File: config.mk
export PLATFORM = sky130hd
export DESIGN_NAME = fht_mtx_tm_nxn
export DESIGN_NICKNAME = d
export VERILOG_FILES = /design/src/rtl/fht_mtx_tm_nxn.sv
export SDC_FILE = /design/constraint.sdc
export NUM_CORES = 2
export LEC_CHECK = 0
export CORE_MARGIN = 2
export CORE_UTILIZATION = 65
export DETAILED_ROUTE_END_ITERATION = 10
export DONT_BUFFER_PORTS = 1
export PLACE_DENSITY_LB_ADDON = 0.15
export SYNTH_ARGS = -nofsm -noshare
export SYNTH_HDL_FRONTEND = slang
export SYNTH_SLANG_ARGS = --single-unit
export TNS_END_PERCENT = 50
File: constraint.sdc
create_clock -name sclk -period 8.4 [get_ports sclk]
set_input_delay 0.84 -clock sclk [delete_from_list [all_inputs] [get_ports sclk]]
set_output_delay 0.84 -clock sclk [all_outputs]
set_load 0.01 [all_outputs]
File: src/rtl/fht_mtx_tm_nxn.sv
// Ping-pong N x N matrix transposer.
// Words arrive row-major into one bank while the other bank is read out in
// column-major (transposed) order. Two full flags arbitrate the banks.
// Optional feature (macro MTX_TM_BYPASS_EN): adds a per-block bypass input
// that, when sampled high with word 0, reads that block back in input order.
module fht_mtx_tm_nxn #(
  parameter int DW    = 16,
  parameter int LOG2N = 3
) (
  input  logic          sclk,
  input  logic          rstn,
`ifdef MTX_TM_BYPASS_EN
  input  logic          bypass,
`endif
  input  logic          inp_valid,
  input  logic [DW-1:0] inp_data,
  output logic          inp_ready,
  output logic          out_valid,
  output logic [DW-1:0] out_data,
  output logic          out_last,
  input  logic          out_ready
);

  localparam int AW = 2 * LOG2N;
  localparam int NN = 1 << AW;

  logic [DW-1:0] mem [2][NN];
  logic [1:0]    full;
  logic          wr_ptr;
  logic          rd_ptr;
  logic [AW-1:0] wr_cnt;
  logic [AW-1:0] rd_cnt;
  logic [AW-1:0] rd_addr;
  logic          wr_en;
  logic          rd_en;
  logic          rd_tp;
  logic          wr_end;
  logic          rd_end;

  assign inp_ready = ~full[wr_ptr];
  assign wr_en     = inp_valid & inp_ready;
  // A read only starts on a full bank and a write only on an empty one, so
  // the two sides always touch different banks.
  assign rd_en     = full[rd_ptr] & (~out_valid | out_ready);
  assign wr_end    = &wr_cnt;
  assign rd_end    = &rd_cnt;

`ifdef MTX_TM_BYPASS_EN
  logic [1:0] byp;

  assign rd_tp = ~byp[rd_ptr];

  // Capture the bypass mode of each block with its first word.
  always_ff @(posedge sclk or negedge rstn) begin
    if (!rstn) begin
      byp <= 2'b00;
    end else if (wr_en && (wr_cnt == '0)) begin
      byp[wr_ptr] <= bypass;
    end
  end
`else
  assign rd_tp = 1'b1;
`endif

  // Swapping the row and column halves of the counter walks the bank by column.
  assign rd_addr = rd_tp ? {rd_cnt[LOG2N-1:0], rd_cnt[AW-1:LOG2N]} : rd_cnt;

  // Bank storage; contents are don't-care until the full flag says otherwise.
  always_ff @(posedge sclk) begin
    if (wr_en) begin
      mem[wr_ptr][wr_cnt] <= inp_data;
    end
  end

  // Write side: count words, mark the bank full and flip on the last word.
  always_ff @(posedge sclk or negedge rstn) begin
    if (!rstn) begin
      wr_cnt <= '0;
      wr_ptr <= 1'b0;
    end else if (wr_en) begin
      wr_cnt <= wr_cnt + AW'(1);
      if (wr_end) begin
        wr_ptr <= ~wr_ptr;
      end
    end
  end

  // Full flags: set by the write side, cleared by the read side.
  always_ff @(posedge sclk or negedge rstn) begin
    if (!rstn) begin
      full <= 2'b00;
    end else begin
      if (wr_en && wr_end) begin
        full[wr_ptr] <= 1'b1;
      end
      if (rd_en && rd_end) begin
        full[rd_ptr] <= 1'b0;
      end
    end
  end

  // Read side: registered output stage that holds under backpressure.
  always_ff @(posedge sclk or negedge rstn) begin
    if (!rstn) begin
      rd_cnt    <= '0;
      rd_ptr    <= 1'b0;
      out_valid <= 1'b0;
      out_last  <= 1'b0;
      out_data  <= '0;
    end else if (rd_en) begin
      out_data  <= mem[rd_ptr][rd_addr];
      out_valid <= 1'b1;
      out_last  <= rd_end;
      rd_cnt    <= rd_cnt + AW'(1);
      if (rd_end) begin
        rd_ptr <= ~rd_ptr;
      end
    end else if (out_ready) begin
      out_valid <= 1'b0;
      out_last  <= 1'b0;
    end
  end

endmodule
==> flow_metrics.py <==
metrics = {
    "synthesis": {
        "yosys_warnings": 0,
        "ys_seq_area_share_pct": 77.5,
        "syn_area_sq_um": 80400,
        "synth-seq-cells": 2082,
        "syn_inst": 3733,
        "ys.flop_type": "edfxtp_1",
        "async_flop_share_pct": 1.63,
        "avgSynthCellArea_sq_um": 21.5,
        "synth.net_count": 3755,
        "synth.distinct_cells": 69,
        "synth_edf_count": 2048,
    },
    "clock_network": {
        "htreeDepth": 4,
        "cts_buffers": 195,
        "cts.sinks": 2082,
        "cts_max_path_buffers": 3,
        "tritoncts": "built",
        "postCtsSetupRepairBufs": 0,
        "cts_resized": 0,
        "clock_latency_ns": 0.85,
        "clockRootBuffer": "clkbuf_16",
        "clk_pin_slew_worst_paths_ns": 0.06,
    },
    "timing": {
        "clock_skew_ns": 0.0282,
        "rsz0062_at_grt": "false",
        "hold_viol": 0,
        "finalSetupTns_ns": 0,
        "tightestPinTransition_ns": 1.30,
        "fin_crit_ns": 4.34,
        "setup_violations": 0,
        "maxSlewHeadroom_pct": 12.6,
        "setup_ws_ns": 4.06,
        "slew_violations": 0,
        "max_freq_ghz": 0.230,
        "finalCritPeriodShare_pct": 51.7,
    },
    "worst_hold_path": {
        "hold_path.class": "input pin to flop",
    },
    "placed_design": {
        "preCtsSetupSlack_ns": 4.14,
        "place_hpwl_um": 120000,
        "dp.cells": 5344,
        "routabilityCongestion": 0.923,
        "port_buffers": 0,
    },
    "global_route": {
        "antenna_found_initial": 6,
        "grt_max_degree": 129,
        "grt_pass1_wl_um": 298000,
        "grt.overflow.total": 0,
        "grt_util_all_layers_pct": 33.8,
        "grt_pass1_vias": 40200,
    },
    "worst_setup_path": {
        "crit_path_start_kind": "flop",
        "required_ns": 9.11,
        "max_stage_delay_ns": 0.97,
        "critical_path.cell_chain": "buf_12 > mux4_2 > a22o_1 > a221oi_1 > o22ai_1 > a21oi_1 > a211oi_1",
        "critPathTopFamily": "compound AO/OA/AOI/OAI gates",
        "arrival_ns": 5.05,
        "crit_slowest_cell": "a221oi_1",
        "path_class": "flop to flop",
        "crit_buf_inv": 1,
        "cp-end-kind": "flop",
        "cp_max_fo": 83,
    },
    "route": {
        "vias_per_cell": 7.15,
        "vias": 40900,
        "drt_pass1_iterations": 8,
        "wl_um": 209000,
        "drc_errors": 0,
        "detail-route-antenna-nets": 0,
        "drt_iter0_drc": 6323,
        "wl_per_cell_um": 36.7,
    },
    "layout": {
        "fin_util_pct": 72.1,
        "final_cells": 5711,
        "drive_above_1_share_pct": 23.1,
        "multiInputGateArea_sq_um": 16600,
        "nets": 3928,
        "fill_cells": 6926,
        "area_growth_pct": 10.4,
        "regArea_sq_um": 62400,
    },
    "floorplanning": {
        "die_h_um": 356,
        "num_rows": 129,
        "dieArea_sq_um": 127000,
        "start_util_pct": 65.3,
        "core-area_sq_um": 123000,
        "die_w_um": 356,
        "ioPinCount": 39,
    },
    "flow_run": {
        "max_cap_viol_count": 0,
    },
    "power": {
        "p_leak_nw": 26.9,
        "power.total_w": 0.0216,
        "power_density_nw_per_um2": 243,
        "vdd_drop_max_uv": 243,
    },
    "run_status": {
        "status": "completed",
    },
}
through the flow:
stage	cell area [sq um]	hold slack (ns)
after floorplan	80400	0.479
after global placement	82500	0.502
after detailed placement	82500	0.522
after CTS	88700	0.0513
after global routing	88700	0.0731
final	88800	0.106
cell families (layout without fill, tap and decap cells):
family | Yosys count | count (layout) | synth area share [%]
AOI/OAI and AO/OA | 381 | 381 | 3.41
DFF | 2082 | 2082 | 77.5
and+or+nand+nor | 389 | 389 | 2.20
xor gates and xnor gates | 12 | 12 | 0.131
adders and majority gates | 2 | 2 | 0.0311
buffers and inverters | 218 | 554 | 1.88
muxes | 649 | 649 | 14.8
other | 0 | 5 | 0
where the power goes:
| part | leakage (nW) | switching [W] | internal (W) |
|---|---|---|---|
| Sequential | 18.8 | 0.000212 | 0.0117 |
| Clock | 3.03 | 0.00382 | 0.00474 |
| Combinational | 5.07 | 0.000888 | 0.000293 |
metal layers:
layer  vias to the layer above  global-route usage, %  share of wire (%)
met1                     21400                   47.7                 36
met5                         -                      0                  0
met4                         0                   13.7                4.7
met3                       497                   10.2                 13
li1                      16100                      -                  -
met2                      2914                   50.6                 46
worst reg2reg max path, stage by stage (launching register included):
cell and delay [ns]:
dfrtp_4 0.93, buf_12 0.54, mux4_2 0.80, a22o_1 0.30
a221oi_1 0.97, o22ai_1 0.20, a21oi_1 0.36, a211oi_1 0.13
timing repair:
item                       CTS  global route
hold endpoints to repair    34             0
hold buffers                 2             0
setup endpoints to repair    0             0
flip-flops by register name, summed over array words and instances (netlist names):
| register | flops |
|---|---|
| rd_ptr | 1 |
| out_valid | 1 |
| out_data | 16 |
| mem | 2048 |
| wr_cnt | 6 |
| rd_cnt | 6 |
| out_last | 1 |
| wr_ptr | 1 |
| full | 2 |
area by class of cell:
class	instances	share of cell area, %
diodes	5	0.0141
clock buffers	240	5.75
clock inverters	120	1.20
inverters	5	0.0240
multi-input cells	1433	18.7
flip-flops and latches	2082	70.3
well taps	1637	2.31
repair buffers	189	1.71
final timing paths:
kind | start | to | slack, ns | cells past startpoint
min in group asynchronous | rstn | out_data[9]$_DFFE_PN0P_ | 0.53 | 2
worst min register to register | rd_cnt[2]$_DFFE_PN0P_ | rd_cnt[2]$_DFFE_PN0P_ | 0.53 | 1
worst max register to register | rd_ptr$_DFFE_PN0P_ | out_data[1]$_DFFE_PN0P_ | 4.06 | 7
worst min-delay path | inp_data[11] | mem[0][651]$_DFFE_PP_ | 0.11 | 0
worst max-delay path | rd_ptr$_DFFE_PN0P_ | out_data[1]$_DFFE_PN0P_ | 4.06 | 7
max in group asynchronous | rstn | rd_cnt[5]$_DFFE_PN0P_ | 7.62 | 2
placed cells by master (no fill, tap or decap), types with 20 or more instances in the layout:
cell,synthesis,layout
nand2_1,59,59
a211oi_1,22,22
o21ai_0,29,29
a221oi_1,41,41
clkinv_1,1,42
clkinv_2,0,41
clkbuf_1,68,42
nand3_1,31,31
edfxtp_1,2048,2048
nor3_1,31,29
clkbuf_16,0,197
nor2b_1,24,20
mux4_2,431,431
o22ai_1,31,31
a21oi_1,64,64
dfrtp_1,34,30
a22oi_1,83,83
mux2i_1,199,199
buf_4,35,181
nor2_1,181,178
cell usage after synthesis (19+ instances only):
| cell | instances | area [sq um] |
|---|---|---|
| a211oi_1 | 22 | 165 |
| a21oi_1 | 64 | 320 |
| a221oi_1 | 41 | 359 |
| a22oi_1 | 83 | 623 |
| buf_2 | 50 | 250 |
| buf_4 | 35 | 263 |
| buf_6 | 36 | 405 |
| clkbuf_1 | 68 | 255 |
| dfrtp_1 | 34 | 851 |
| edfxtp_1 | 2048 | 61500 |
| mux2_2 | 19 | 214 |
| mux2i_1 | 199 | 1990 |
| mux4_2 | 431 | 9710 |
| nand2_1 | 59 | 221 |
| nand3_1 | 31 | 155 |
| nor2_1 | 181 | 679 |
| nor2b_1 | 24 | 150 |
| nor3_1 | 31 | 155 |
| o21ai_0 | 29 | 145 |
| o22ai_1 | 31 | 194 |
No activity file was read; power rests on OpenSTA's default activity.
